## src/rtl/nn_layer_pkg.sv

```systemverilog
// nn_layer_pkg: shared widths, latencies and state encodings
// for the fully-connected layer datapath (framer + nodes).
package nn_layer_pkg;

    localparam int ACT_W        = 8;
    localparam int NODE_LATENCY = 3;

    typedef enum logic [0:0] {
        ST_FILL = 1'b0,
        ST_HOLD = 1'b1
    } framer_state_t;

endpackage

```

## src/rtl/act_window_buf.sv

```systemverilog
// act_window_buf: N_IN x ACT_W lane register with write-at-index,
// zero-pad above the written lane, shift-down-by-STRIDE and clear.
// Ports: clk, reset (async active-low), wr_en/wr_idx/wr_data write
// one lane, pad_en zeroes lanes above wr_idx on that write,
// shift_en moves lane i+STRIDE into lane i, clr_en zeroes all lanes,
// act_bus is the flat lane view (lane 0 in the low byte).
module act_window_buf
    import nn_layer_pkg::*;
#(
    parameter int N_IN   = 30,
    parameter int STRIDE = 30,
    parameter int IDX_W  = $clog2(N_IN + 1)
) (
    input  logic                  clk,
    input  logic                  reset,
    input  logic                  wr_en,
    input  logic [IDX_W-1:0]      wr_idx,
    input  logic [ACT_W-1:0]      wr_data,
    input  logic                  pad_en,
    input  logic                  shift_en,
    input  logic                  clr_en,
    output logic [ACT_W*N_IN-1:0] act_bus
);

    for (genvar i = 0; i < N_IN; i++) begin : g_lane
        logic [ACT_W-1:0] lane_q;
        logic [ACT_W-1:0] shift_src;

        // Lanes with no source above them refill with zero on a shift.
        if (i + STRIDE < N_IN) begin : g_src
            assign shift_src = act_bus[ACT_W*(i+STRIDE) +: ACT_W];
        end else begin : g_zero
            assign shift_src = '0;
        end

        always_ff @(posedge clk or negedge reset) begin
            if (!reset) begin
                lane_q <= '0;
            end else if (clr_en) begin
                lane_q <= '0;
            end else if (shift_en) begin
                lane_q <= shift_src;
            end else if (wr_en && (wr_idx == IDX_W'(i))) begin
                lane_q <= wr_data;
            end else if (wr_en && pad_en && (wr_idx < IDX_W'(i))) begin
                lane_q <= '0;
            end
        end

        assign act_bus[ACT_W*i +: ACT_W] = lane_q;
    end

endmodule

```

## src/rtl/layer_input_framer.sv

```systemverilog
// layer_input_framer: collects N_IN streamed activations into a
// parallel bus, holds it HOLD_CYCLES for the node pipeline, strobes.
// Ports: clk, reset (async active-low), s_data/s_valid/s_last/s_ready
// input stream, act_bus parallel frame, frame_valid during hold,
// frame_padded when s_last closed a short frame, result_strobe when
// node outputs are valid, frame_cnt frames issued since reset.
module layer_input_framer
    import nn_layer_pkg::*;
#(
    parameter int N_IN        = 30,
    parameter int STRIDE      = 30,
    parameter int HOLD_CYCLES = NODE_LATENCY,
    parameter int CNT_W       = 16
) (
    input  logic                  clk,
    input  logic                  reset,
    input  logic [ACT_W-1:0]      s_data,
    input  logic                  s_valid,
    input  logic                  s_last,
    output logic                  s_ready,
    output logic [ACT_W*N_IN-1:0] act_bus,
    output logic                  frame_valid,
    output logic                  frame_padded,
    output logic                  result_strobe,
    output logic [CNT_W-1:0]      frame_cnt
);

    localparam int IDX_W = $clog2(N_IN + 1);
    localparam int HLD_W = (HOLD_CYCLES > 1) ? $clog2(HOLD_CYCLES) : 1;

    if (STRIDE < 1 || STRIDE > N_IN) begin : g_bad_stride
        $error("layer_input_framer: STRIDE must lie in 1..N_IN");
    end
    if (HOLD_CYCLES < 1) begin : g_bad_hold
        $error("layer_input_framer: HOLD_CYCLES must be at least 1");
    end

    framer_state_t    state_q, state_d;
    logic [IDX_W-1:0] fill_q, fill_d, fill_inc;
    logic [HLD_W-1:0] hold_q, hold_d;
    logic [CNT_W-1:0] cnt_q, cnt_d;
    logic             fv_q, fv_d;
    logic             pad_q, pad_d;
    logic             strobe_q, strobe_d;
    logic             rdy_q, rdy_d;
    logic             last_q, last_d;
    logic             accept, full, frame_done, hold_done;
    logic             shift_en, clr_en;

    assign accept     = s_valid && rdy_q;
    assign fill_inc   = fill_q + 1'b1;
    assign full       = (fill_inc == IDX_W'(N_IN));
    assign frame_done = accept && (full || s_last);
    assign hold_done  = (state_q == ST_HOLD) &&
                        (hold_q == HLD_W'(HOLD_CYCLES - 1));

    always_comb begin
        state_d  = state_q;
        fill_d   = fill_q;
        hold_d   = hold_q;
        cnt_d    = cnt_q;
        fv_d     = fv_q;
        pad_d    = pad_q;
        strobe_d = 1'b0;
        rdy_d    = rdy_q;
        last_d   = last_q;
        shift_en = 1'b0;
        clr_en   = 1'b0;
        unique case (state_q)
            ST_FILL: begin
                rdy_d = 1'b1;
                if (accept) begin
                    fill_d = fill_inc;
                    if (frame_done) begin
                        state_d = ST_HOLD;
                        hold_d  = '0;
                        fv_d    = 1'b1;
                        pad_d   = s_last && !full;
                        rdy_d   = 1'b0;
                        last_d  = s_last;
                        cnt_d   = cnt_q + 1'b1;
                    end
                end
            end
            ST_HOLD: begin
                hold_d = hold_q + 1'b1;
                if (hold_done) begin
                    state_d  = ST_FILL;
                    hold_d   = '0;
                    fv_d     = 1'b0;
                    pad_d    = 1'b0;
                    strobe_d = 1'b1;
                    rdy_d    = 1'b1;
                    last_d   = 1'b0;
                    fill_d   = '0;
                    // A record boundary never carries overlap into the next frame.
                    if (last_q) begin
                        clr_en = 1'b1;
                    end else if (STRIDE < N_IN) begin
                        shift_en = 1'b1;
                        fill_d   = IDX_W'(N_IN - STRIDE);
                    end
                end
            end
        endcase
    end

    always_ff @(posedge clk or negedge reset) begin
        if (!reset) begin
            state_q  <= ST_FILL;
            fill_q   <= '0;
            hold_q   <= '0;
            cnt_q    <= '0;
            fv_q     <= 1'b0;
            pad_q    <= 1'b0;
            strobe_q <= 1'b0;
            rdy_q    <= 1'b0;
            last_q   <= 1'b0;
        end else begin
            state_q  <= state_d;
            fill_q   <= fill_d;
            hold_q   <= hold_d;
            cnt_q    <= cnt_d;
            fv_q     <= fv_d;
            pad_q    <= pad_d;
            strobe_q <= strobe_d;
            rdy_q    <= rdy_d;
            last_q   <= last_d;
        end
    end

    act_window_buf #(
        .N_IN   (N_IN),
        .STRIDE (STRIDE),
        .IDX_W  (IDX_W)
    ) u_buf (
        .clk      (clk),
        .reset    (reset),
        .wr_en    (accept),
        .wr_idx   (fill_q),
        .wr_data  (s_data),
        .pad_en   (s_last),
        .shift_en (shift_en),
        .clr_en   (clr_en),
        .act_bus  (act_bus)
    );

    assign s_ready       = rdy_q;
    assign frame_valid   = fv_q;
    assign frame_padded  = pad_q;
    assign result_strobe = strobe_q;
    assign frame_cnt     = cnt_q;

endmodule
```

## config.mk

```make
export PLATFORM = sky130hd
export DESIGN_NAME = layer_input_framer
export DESIGN_NICKNAME = d
export VERILOG_FILES = /design/src/rtl/nn_layer_pkg.sv /design/src/rtl/act_window_buf.sv /design/src/rtl/layer_input_framer.sv
export SDC_FILE = /design/constraint.sdc
export NUM_CORES = 1
export LEC_CHECK = 0
export CAP_MARGIN = 20
export CORE_MARGIN = 1.5
export CORE_UTILIZATION = 55
export CTS_BUF_LIST = sky130_fd_sc_hd__clkbuf_4
export CTS_CLUSTER_DIAMETER = 120
export DETAILED_ROUTE_END_ITERATION = 16
export PLACE_DENSITY_LB_ADDON = 0.15
export SYNTH_ARGS = -nofsm -noshare
export SYNTH_HDL_FRONTEND = slang
export SYNTH_SLANG_ARGS = --single-unit
```

## constraint.sdc

```tcl
create_clock -name clk -period 4.3 [get_ports clk]
set_input_delay 0.86 -clock clk [delete_from_list [all_inputs] [get_ports clk]]
set_output_delay 0.86 -clock clk [all_outputs]
set_load 0.01 [all_outputs]
```

# [After elaboration in Yosys (flattened, before gate mapping)]
# Cells that the tools add are included.
[totals] ff_bits=269 in_bits=12 elab_cells=329 output_inout_bits=260
[classes] eq_ne=34 n_lt_le_gt_ge=30 bitwise_logic=1 muxes=120 add_sub_neg=3 reduce_logical=102
[op_table] op="$mux 8" n=90
[op_table] op="$reduce_bool 3->1" n=30
[op_table] op="$eq 5x5->1 const B" n=15
[op_table] op="$lt 5x5->1 const B" n=14
[op_table] op="$logic_and 1x1->1" n=65
[op_table] op="$eq 5x4->1 const B" n=8
[op_table] op="$lt 5x4->1 const B" n=8
[op_table] op="$eq 5x3->1 const B" n=4
[op_table] op="$lt 5x3->1 const B" n=4
[op_table] op="$mux 1" n=18
[op_table] op="$add 16x1->16 const B" n=1
[op_table] op="$eq 5x2->1 const B" n=2
[op_table] op="$lt 5x1->1 const B" n=2
[op_table] op="$lt 5x2->1 const B" n=2
[op_table] op="$mux 5" n=2
[op_table] op="$pmux 1 s2" n=5
[op_table] op="$pmux 5 s2" n=1
[op_table] op="$mux 2" n=3
[op_table] op="$reduce_and 3->1" n=2
[op_table] op="$add 5x1->5 const B" n=1
[op_table] op="$eq 5x1->1 const B" n=1
[op_table] op="$logic_not 5->1" n=1
[op_table] op="$ne 2x2->1 const B" n=2
[op_table] op="$pmux 2 s2" n=1
[op_table] op="other kinds (7)" n=8

# [Logic depth before layout (Yosys ltp)]
# Gate-level depths: netlist of run 1.
[depth] word_depth=7 ltp_mapped=10 ltp_nobuf=7

# [Modules after synthesis]
# Synthesis of run 1 repeated with hierarchy kept, for this count alone.
[hier_totals] cells_unflattened=1024 area_unflattened_um2=11939.0
[by_module_without_submodules] mod="act_window_buf" cells_each=893 seq_area_each_um2=6005.8 area_each_um2=10562.6 n_inst=1
[by_module_without_submodules] mod="layer_input_framer" cells_each=131 seq_area_each_um2=725.7 area_each_um2=1376.3 n_inst=1

# [Least setup slack after synthesis of run 1]
# No wires, ideal clock.
[synth_timing] path_type="register -> register" start="register fill_q[2]" end="register cnt_q[1], in the netlist frame_cnt[1]" synth_period_minus_slack_ps=2441 path_slack_ps=1859 stages_incl_launch_ff=10 arrival_time_ps=2317 setup_ps=125 n_path_buf=3 required_time_ps=4175 path_cell_list="dfrtp_1 > buf_4 > buf_2 > buf_2 > and3_1 > ha_1 > nor4b_4 > a31oi_2 > nor2_1 > mux2_2"
[synth_between] elab_chain_len=5
[synth_rtl] element="start, declared" line="layer_input_framer.sv:39" source="logic [IDX_W-1:0] fill_q, fill_d, fill_inc;"
[synth_rtl] element="start signal, assigned" line="layer_input_framer.sv:121" source="fill_q <= fill_d;"
[synth_rtl] element="$add 5x1->5" line="layer_input_framer.sv:51" source="assign fill_inc = fill_q + 1'b1;"
[synth_rtl] element="$eq 5x5->1" line="layer_input_framer.sv:52" source="assign full = (fill_inc == IDX_W'(N_IN));"
[synth_rtl] element="$logic_or 1x1->1" line="layer_input_framer.sv:53" source="assign frame_done = accept && (full || s_last);"
[synth_rtl] element="$logic_and 1x1->1" line="layer_input_framer.sv:53"
[synth_rtl] element="$reduce_and 3->1 (no line)"
[synth_rtl] element="end signal, assigned" line="layer_input_framer.sv:123" source="cnt_q <= cnt_d;"
[synth_rtl] element="end, declared" line="layer_input_framer.sv:41" source="logic [CNT_W-1:0] cnt_q, cnt_d;"
# Every way passes these cells.
# A chain may end at the register's enable or synchronous reset.

# [Worst setup path in the final report of run 1]
[layout_timing] start="register fill_q[1]" end="register cnt_q[1], in the netlist frame_cnt[1]"
# The elaborated chain is that of the path after synthesis.

==> metrics.cfg, run 1 <==
[grt]
antenna_found_initial=1
grt_pass1_vias=8727
grt.total_usage_pct=32.4
grt_pass1_wl_mm=50.3
grt_max_degree=125
overflow=0

[timing]
final-setup-viol-count=0
rsz0062_at_grt=false
drv_slew=0
setup_tns_ns=0
period_share_pct=70.8
max-slew-margin-rel_pct=37.5
skew_ns=0.0403
fmax_mhz=328
tightest_slew_ns=0.937
fin_crit_ns=3.05
hold_viol=0

[cts]
tritoncts=built
htreeDepth=3
cts_buffer_depth=3
worstSkewPairLatency_ns=0.68
cts_setup_buffers=0
numCtsBuffers=70
cts_resized=0
clk_pin_slew_ns=0.06
cts_hold_repair.buffers=0
root_buffer=clkbuf_4
cts.sinks=269

[power_and_ir_drop]
power_density_nw_per_um2=462
p_leak_nw=6.71
vdd_drop_max_mv=0.395

[logic_synthesis]
netlist_instances=845
ys_warn_count=0
synthArstFlopShare_pct=100
synth_edf_count=0
synth_area_sq_um=10900
mappedNetlistNets=864
synth_top_cells_by_count=dfrtp_1, a22o_1, nand2_1, nor2_1, clkbuf_1
synthTopCellsByArea=dfrtp_1, a22o_1, o2bb2ai_1
syn_area_per_cell_sq_um=12.9
synth_seq_area_share_pct=61.7
synth_top_area_share_pct=61.7
synth.most_common_cell=dfrtp_1
ys_seq_elements=269
ys.flop_type=dfrtp_1
synth_cell_types=52
synth_top_area_cell=dfrtp_1

[die]
ios=272
fp.coreArea_sq_um=19500
die_height_um=144
start_util_pct=56.0
rows=51
dieArea_sq_um=20700
fp.dieW_um=144

[detailed_routing]
drc=0
detail-route-antenna-nets=0
vias=8856
totalWireLength_mm=32.6
via_per_inst=6.10
dr.pass1.iters=7
post_drt_wl_per_cell_um=22.5
drtIter0Drc=699

[setup_path]
cp.arrival_ns=3.58
crit_type=flop to flop
end_kind=flop
cp_max_fo=14
worstSetupStartpoint=fill_q[1]
r2r-end=frame_cnt[1]
reg2reg_from=fill_q[1]
start_kind=flop
crit_required_ns=4.83
critPathCapture=frame_cnt[1]
rrSetupSlack_ns=1.25
reg2reg_depth=7

[placed_design]
dp_hpwl_mm=22.1
gp_congestion=0.921
placed_area_sq_um=13800
io_buffer_count=271

[finish]
area_growth_syn_to_layout_pct=34.5
layout.nets=1165
finalInstanceArea_sq_um=14700
drive_above_1_share_pct=15.1
post-route-util_pct=75.4

[hold_path]
min_path_type=primary input to asynchronous set/reset pin

[run]
drv_cap=0

[run_status]
status=complete, no violations

-- worst max-delay path, stage by stage, from the launching register on --
cell	delay (ns)
dfrtp_1	0.64
ha_1	0.36
and3_1	0.19
ha_1	0.27
nor4b_4	0.37
a31oi_2	0.36
nor2_1	0.37
mux2_2	0.37
-- stage by stage --
step / hold WS (ns) / total power, mW / setup WS [ns] / instances
6_report: 0.298 / 6.78 / 1.25 / 1452
5_1_grt: 0.339 / 7.12 / 1.08 / 1452
4_1_cts: 0.297 / 6.81 / 1.31 / 1451
3_5_place_dp: 0.456 / 4.62 / 1.14 / 1339
3_3_place_gp: 0.460 / 4.59 / 1.23 / 1339
2_1_floorplan: 0.488 / 3.87 / 1.86 / 845
-- layout make-up --
type                    instances  area (sq um)
diodes                          1          2.50
fillers                      1352          4790
flip-flops and latches        269          6730
clock inverters                14           124
multi-input cells             516          3890
inverters                       5          18.8
clock buffers                  98           736
repair buffers                284          2840
well taps                     265           332
-- cells in the final DEF, fill, tap and decap left out, types with 2 or more instances in the layout --
cell type,synthesis,final
a211oi_4,5,5
a21oi_1,21,21
a21oi_2,2,2
a22o_1,194,194
a31oi_1,2,2
and2_1,13,12
and3_1,8,8
and3b_1,2,2
buf_12,0,2
buf_4,5,11
bufinv_16,0,2
clkbuf_4,0,98
clkdlybuf4s50_1,0,270
clkinv_1,0,6
clkinvlp_4,0,2
dfrtp_1,269,269
ha_1,7,7
inv_1,4,4
inv_2,1,2
mux2_2,2,2
mux2i_1,8,8
nand2_1,53,53
nand2b_1,4,4
nand3_1,26,26
nand4_1,8,8
nor2_1,35,35
nor2_2,20,20
nor2b_1,4,4
nor3_1,4,4
nor3_2,7,7
nor3_4,12,12
o21ai_0,12,12
o22ai_1,8,8
o2bb2ai_1,23,23
or2_2,2,2
xnor2_1,7,7
xor2_1,10,10
-- flip-flops by register name, indices dropped and copies added, names as in the netlist --
register	cells
frame_cnt	16
hold_q	2
last_q	1
s_ready	1
frame_padded	1
frame_valid	1
result_strobe	1
u_buf.g_lane.lane_q	240
state_q	1
fill_q	5
-- layer usage --
| layer | routed length (um) | part of all wire (%) | vias to the layer above | track usage (%) |
|---|---|---|---|---|
| met5 | 0 | 0 | - | 0 |
| met4 | 983 | 3.0 | 0 | 13.3 |
| met3 | 2950 | 9.0 | 81 | 7.70 |
| met2 | 15100 | 46 | 530 | 48.3 |
| met1 | 13600 | 42 | 4434 | 45.7 |
| li1 | - | - | 3811 | - |
-- where the power goes --
part / total [mW] / switching [mW] / leakage (nW) / internal, mW
registers: 2.97 / 0.213 / 3.70 / 2.75
logic: 1.64 / 0.950 / 2.50 / 0.686
clock network: 2.18 / 1.01 / 0.506 / 1.17
total: 6.78 / 2.17 / 6.71 / 4.61
-- logic make-up after synthesis --
kind of cell	count (synthesis)	synth area share [%]
DFF	269	61.7
AOI/OAI and AO/OA	275	21.2
adders and majority gates	7	0.803
muxes	10	0.941
xor gates and xnor gates	17	1.36
and+or+nand+nor	207	11.3
buffers and inverters	60	2.62
-- worst min-delay path by stage --
stage | end | slack, ns | from
after floorplan | hold_q[1] | 0.49 | hold_q[0]
after global placement | frame_cnt[15] | 0.46 | frame_cnt[15]
after detailed placement | frame_cnt[15] | 0.46 | frame_cnt[15]
after CTS | u_buf.g_lane[19].lane_q[5] | 0.30 | reset
after global routing | u_buf.g_lane[11].lane_q[3] | 0.34 | reset
final | u_buf.g_lane[13].lane_q[6] | 0.30 | reset
(Power assumes the default switching activity.)
==> run 2, diff against run 1 <==
- CORE_UTILIZATION: 55 -> 46
- clock period: 4.3 -> 2.7 ns (I/O delays scaled with it)
==> run 2 against run 1 <==
Critical path depth unchanged. Clock skew down 0.0063 ns. Flip-flop and latch count stayed put. Die area rose by 19%. Core utilization shrank 11 points. Maximum frequency is 22% higher. Combinational power up 71%. Power grew 61%. Critical endpoint unchanged.
==> metrics.cfg, run 2 (synthesis gave the netlist of run 1 again) <==
[grt]
grt_pass1_wl_mm=51.2  ; +1.7%
grt.total_usage_pct=27.5  ; -4.9 points
antenna_found_initial=2  ; +1
grt_pass1_vias=8621  ; -1.2%
grtUsageMet3_pct=7.10  ; -0.59 points
grt_max_degree=71  ; -43%
grt_use_met2_pct=41.6  ; -6.7 points
overflow=0  ; unchanged
busiest_layer=met2
global_route.usage.met1_pct=38.2  ; -7.6 points

[cts]
tritoncts=built
root_buffer=clkbuf_4
worstSkewPairLatency_ns=0.66  ; -0.02 ns
cts_resized=0  ; unchanged
clk_pin_slew_ns=0.06  ; about the same
numCtsBuffers=71  ; +1.4%
cts_buffer_depth=3  ; unchanged
htreeDepth=3  ; unchanged
cts_setup_buffers=0  ; unchanged
cts.sinks=269  ; unchanged

[timing]
hold_viol=0  ; unchanged
rsz0062_at_grt=false
setup_tns_ns=0  ; unchanged
final-setup-viol-count=0  ; unchanged
skew_ns=0.0340  ; -0.00630 ns
fmax_mhz=402  ; +22%
tightest_slew_ns=0.655  ; -0.282 ns
max-slew-margin-rel_pct=56.2  ; +19 points
fin_crit_ns=2.49  ; -0.558 ns
drv_slew=0  ; unchanged
period_share_pct=92.1  ; +21 points

[placed_design]
gp_congestion=0.908  ; -1.5%
placed_area_sq_um=14300  ; +3.5%
io_buffer_count=271  ; unchanged
dp_hpwl_mm=23.2  ; +5.2%

[setup_path]
start_kind=flop
crit_type=flop to flop
crit_path_cell_trace=ha_1 > and3_1 > ha_1 > nor4b_4 > a31oi_2 > nor2_1 > mux2_2
r2r-end=frame_cnt[1]
cp.arrival_ns=3.03  ; -0.55 ns
slowest_delay_ns=0.39  ; -0.25 ns
cpMaxStageDelayCell=dfrtp_1
cp_max_fo=5  ; -9
reg2reg_depth=7  ; unchanged
cpMostUsedCell=ha_1
crit_required_ns=3.24  ; -1.59 ns
reg2reg_from=fill_q[1]
end_kind=flop
rrSetupSlack_ns=0.21  ; -1.04 ns

[power_and_ir_drop]
p_clk_share_pct=31.4  ; -0.7 points
vdd_drop_max_mv=0.518  ; +31%
p_int_mw=7.41  ; +61%
power_frac_seq_pct=42.7  ; -1.1 points
total_power_mw=10.9  ; +61%
power_density_nw_per_um2=718  ; +55%
swShare_pct=31.9  ; -0.10 points
power_frac_comb_pct=25.9  ; +1.8 points
power_switching_mw=3.47  ; +60%
p_leak_nw=6.97  ; +3.9%

[detailed_routing]
via_per_inst=5.59  ; -8.3%
detail-route-antenna-nets=0  ; unchanged
post_drt_wl_per_cell_um=21.3  ; -5.1%
totalWireLength_mm=33.3  ; +2.1%
vias=8730  ; -1.4%
drc=0  ; unchanged
drtIter0Drc=526  ; -25%
dr.pass1.iters=7  ; unchanged

[finish]
finalInstanceArea_sq_um=15200  ; +3.3%
area_growth_syn_to_layout_pct=39.0
final_common_cell=clkdlybuf4s50_1
largest_reg_flops=240  ; unchanged
layout.nets=1218  ; +4.5%
final_cell_mix=clkdlybuf4s50_1, dfrtp_1, a22o_1, clkbuf_4, buf_4
drive_above_1_share_pct=18.2  ; +3.1 points
regMostFlops=u_buf.g_lane.lane_q

[die]
rows=56  ; +9.8%
fp.dieW_um=157  ; +9.1%
start_util_pct=46.6  ; -9.4 points
fp.coreArea_sq_um=23400  ; +20%
ios=272  ; unchanged
die_height_um=157  ; +9.1%
dieArea_sq_um=24600  ; +19%

[hold_path]
min_path_type=primary input to asynchronous set/reset pin

[run_status]
status=complete, no violations

[run]
drv_cap=0  ; unchanged

run 2: changes by cell type in the layout (fill, tap and decap cells not counted), sizes merged:
| cell | before | now |
|---|---|---|
| dlygate4sd3 | 0 | 1 |
| diode | 1 | 2 |
| buf | 14 | 65 |
| clkbuf | 98 | 95 |
| clkinv | 8 | 13 |
run 2: cell type report:
class	instances	area, sq um
Antenna cell	2	5.00
Clock buffer	95	713
Clock inverter	19	133
Fill cell	1906	8240
Inverter	5	18.8
Multi-Input combinational cell	516	3890
Sequential cell	269	6730
Tap cell	319	399
Timing Repair Buffer	336	3270
run 2: power by group through the flow:
stage | clock [mW] | sequential (mW) | combinational [mW]
detailed placement | 0 | 4.72 | 2.81
finish | 3.42 | 4.65 | 2.81
global placement | 0 | 4.71 | 2.78
global route | 3.76 | 4.69 | 3.03
CTS | 3.51 | 4.65 | 2.82
floorplan | 0 | 4.82 | 1.35
run 2: repair_timing:
action,in CTS,in global routing
hold buffers,1,0
endpoints found under the setup margin,0,0
endpoints found under the hold margin,64,0
run 2: worst max-delay path by stage:
stage                    from                   endpoint  slack, ns  cells past startpoint
global placement      s_valid  u_buf.g_lane[4].lane_q[3]       0.07                      7
CTS                 fill_q[1]               frame_cnt[1]       0.21                      7
finish              fill_q[1]               frame_cnt[1]       0.21                      7
detailed placement    s_valid  u_buf.g_lane[1].lane_q[7]       0.05                      7
floorplan           fill_q[2]               frame_cnt[1]       0.26                      9
global route        fill_q[0]               frame_cnt[1]       0.13                      7
run 2: critical path, delay by kind of cell (launching register included):
| kind | cells | cell delay (ns) |
|---|---|---|
| AOI/OAI and AO/OA | 1 | 0.15 |
| adders and majority gates | 2 | 0.58 |
| DFF | 1 | 0.39 |
| muxes | 1 | 0.37 |
| and+or+nand+nor | 3 | 0.87 |
run 2: metrics by stage:
| step | util, % | setup slack (ns) | hold WS, ns | std cells |
|---|---|---|---|---|
| 2_1_floorplan | - | 0.259 | 0.244 | 845 |
| 3_5_place_dp | 61.1 | 0.0507 | 0.456 | 1444 |
| 4_1_cts | 64.8 | 0.210 | 0.412 | 1559 |
| 6_report | 64.8 | 0.212 | 0.414 | 1561 |
| 3_3_place_gp | 61.1 | 0.0727 | 0.466 | 1444 |
| 5_1_grt | 64.8 | 0.127 | 0.427 | 1561 |
run 2: metal layers:
| layer | part of all wire, % | vias to the layer above | routed length (um) |
|---|---|---|---|
| li1 | - | 3919 | - |
| met4 | 2.4 | 0 | 803 |
| met2 | 46 | 410 | 15300 |
| met5 | 0 | - | 0 |
| met1 | 44 | 4342 | 14600 |
| met3 | 8.0 | 59 | 2650 |
==> run 3, diff against run 2 <==
==> constraint.sdc (replaced) <==
create_clock -name clk -period 2.7 [get_ports clk]
set_input_delay 0.27 -clock clk [delete_from_list [all_inputs] [get_ports clk]]
set_output_delay 0.27 -clock clk [all_outputs]
set_load 0.01 [all_outputs]
==> run 3 against run 2 <==
Flip-flop and latch count stayed put. Highest routed layer unchanged. Combinational power hardly changed. Global-route usage hardly changed. Via count is 0.10% lower. Die area stayed put. Sequential share of layout area is 0.073 points lower. Final cell count is 0.77% lower. First-iteration DRC count is 4.0% higher. Critical path depth stayed put. Core utilization is 0.11 points higher. Non-clock buffer count is 12 lower.
==> metrics.cfg, run 3 (synthesis gave the netlist of run 1 again) <==
[setup_path]
path_buf_inv=0  ; unchanged
r2r-end=frame_cnt[1]
cpMaxStageDelayCell=dfrtp_1
crit_family=simple AND/OR/NAND/NOR gates
crit_path_cell_trace=ha_1 > and3_1 > ha_1 > nor4b_4 > a31oi_2 > nor2_1 > mux2_2
crit_type=flop to flop
end_kind=flop
start_kind=flop
cpMostUsedCell=ha_1
reg2reg_depth=7  ; unchanged
reg2reg_from=fill_q[0]
rrSetupSlack_ns=0.19  ; -0.02 ns
crit_required_ns=3.22  ; -0.02 ns
slowest_delay_ns=0.39  ; about the same
cp_max_fo=5  ; unchanged
cp.arrival_ns=3.03  ; about the same

[detailed_routing]
routed-wl-met3_mm=2.50  ; -5.7%
wl_met2_mm=15.7  ; +3.0%
drc=0  ; unchanged
m1WireLength_mm=14.6  ; +0.23%
detail-route-antenna-nets=0  ; unchanged
dr.pass1.iters=6  ; -1
post_drt_wl_per_cell_um=21.7  ; +1.8%
maxUsedRoutingLayer=met4
totalWireLength_mm=33.6  ; +0.98%
drtIter0Drc=547  ; +4.0%
vias=8721  ; -0.10%
via_per_inst=5.63  ; +0.67%

[timing]
hold_viol=0  ; unchanged
fin_crit_ns=2.51  ; +0.0241 ns
final-setup-viol-count=0  ; unchanged
setup_tns_ns=0  ; unchanged
drv_slew=0  ; unchanged
fmax_mhz=398  ; -0.96%
tightest_slew_ns=0.768  ; +0.113 ns
rsz0062_at_grt=false
fin_ws_ns=0.188  ; -0.0241 ns
skew_ns=0.0419  ; +0.00790 ns
max-slew-margin-rel_pct=48.4  ; -7.8 points
period_share_pct=93.0  ; +0.89 points

[power_and_ir_drop]
power_density_nw_per_um2=738  ; +2.8%
vdd_drop_max_mv=0.550  ; +6.1%
p_leak_nw=6.97  ; about the same

[die]
die_height_um=157  ; unchanged
ios=272  ; unchanged
rows=56  ; unchanged
start_util_pct=46.6  ; unchanged
fp.dieW_um=157  ; unchanged
fp.coreArea_sq_um=23400  ; unchanged
dieArea_sq_um=24600  ; unchanged

[hold_path]
min_path_type=primary input to asynchronous set/reset pin

[finish]
finalInstanceArea_sq_um=15200  ; +0.16%
largest_reg_flops=240  ; unchanged
final_common_cell=clkdlybuf4s50_1
layout.nets=1206  ; -0.99%
area_growth_syn_to_layout_pct=39.2
regMostFlops=u_buf.g_lane.lane_q
drive_above_1_share_pct=17.7  ; -0.57 points
final_cell_mix=clkdlybuf4s50_1, dfrtp_1, a22o_1, clkbuf_4, nand2_1

[placed_design]
placed_area_sq_um=14200  ; -0.46%
place_ws_ns=0.121  ; +0.0706 ns
io_buffer_count=271  ; unchanged
gp_congestion=0.885  ; -2.5%
dp_hpwl_mm=23.2  ; -0.16%

[run_status]
status=complete, no violations

[grt]
grt_pass1_wl_mm=51.2  ; about the same
grt_max_degree=91  ; +28%
grt_pass1_vias=8699  ; +0.90%
grt.total_usage_pct=27.5  ; about the same
overflow=0  ; unchanged
antenna_found_initial=1  ; -1

[run]
drv_cap=0  ; unchanged

[cts]
worstSkewPairLatency_ns=0.68  ; +0.02 ns
cts_setup_buffers=0  ; unchanged
htreeDepth=3  ; unchanged
root_buffer=clkbuf_4
tritoncts=built
numCtsBuffers=71  ; unchanged
clk_pin_slew_ns=0.07  ; about the same
cts_buffer_depth=3  ; unchanged
cts.sinks=269  ; unchanged

-- run 3: layout make-up --
type / count / area, sq um
Antenna cell: 1 / 2.50
Clock buffer: 99 / 743
Clock inverter: 16 / 195
Fill cell: 1856 / 8210
Inverter: 5 / 18.8
Multi-Input combinational cell: 516 / 3890
Sequential cell: 269 / 6730
Tap cell: 319 / 399
Timing Repair Buffer: 324 / 3210
-- run 3: how the worst max path moves through the flow --
stage	from	endpoint	cells after the start
6_report	fill_q[0]	frame_cnt[1]	7
5_1_grt	fill_q[0]	frame_cnt[1]	7
4_1_cts	fill_q[0]	frame_cnt[1]	7
3_5_place_dp	s_valid	u_buf.g_lane[11].lane_q[5]	6
3_3_place_gp	s_valid	u_buf.g_lane[11].lane_q[2]	6
2_1_floorplan	fill_q[2]	frame_cnt[1]	9
-- run 3: through the flow --
step	utilization [%]	total power [mW]	hold slack [ns]	cells
floorplan	-	6.16	-0.0256	845
global placement	60.8	7.45	0.333	1432
detailed placement	60.8	7.49	0.335	1432
CTS	64.9	11.3	0.243	1548
global route	64.9	11.7	0.270	1549
finish	64.9	11.2	0.232	1549
-- run 3: where the power goes --
group	switching, mW	internal [mW]	total (mW)
Clock	1.62	2.15	3.77
Sequential	0.272	4.39	4.66
Combinational	1.60	1.18	2.78
Total	3.49	7.72	11.2
-- run 3: per-layer routing --
metal  track usage (%)  vias up
met2              42.4      410
met3              5.64       55
li1                  -     3898
met5                 0        -
met1              38.2     4358
met4              11.0        0
-- run 3: repair_timing --
| item | 4_1_cts | 5_1_grt |
|---|---|---|
| setup endpoints to repair | 0 | 0 |
| hold endpoints to repair | 83 | 0 |
| hold buffers | 1 | 0 |
| resized for setup | 0 | 0 |
-- run 3: worst reg2reg max path: cells and delay by family, from the launching register on --
kind | cells | cell delay [ns]
and+or+nand+nor | 3 | 0.86
muxes | 1 | 0.38
DFF | 1 | 0.39
adders and majority gates | 2 | 0.60
AOI/OAI and AO/OA | 1 | 0.15
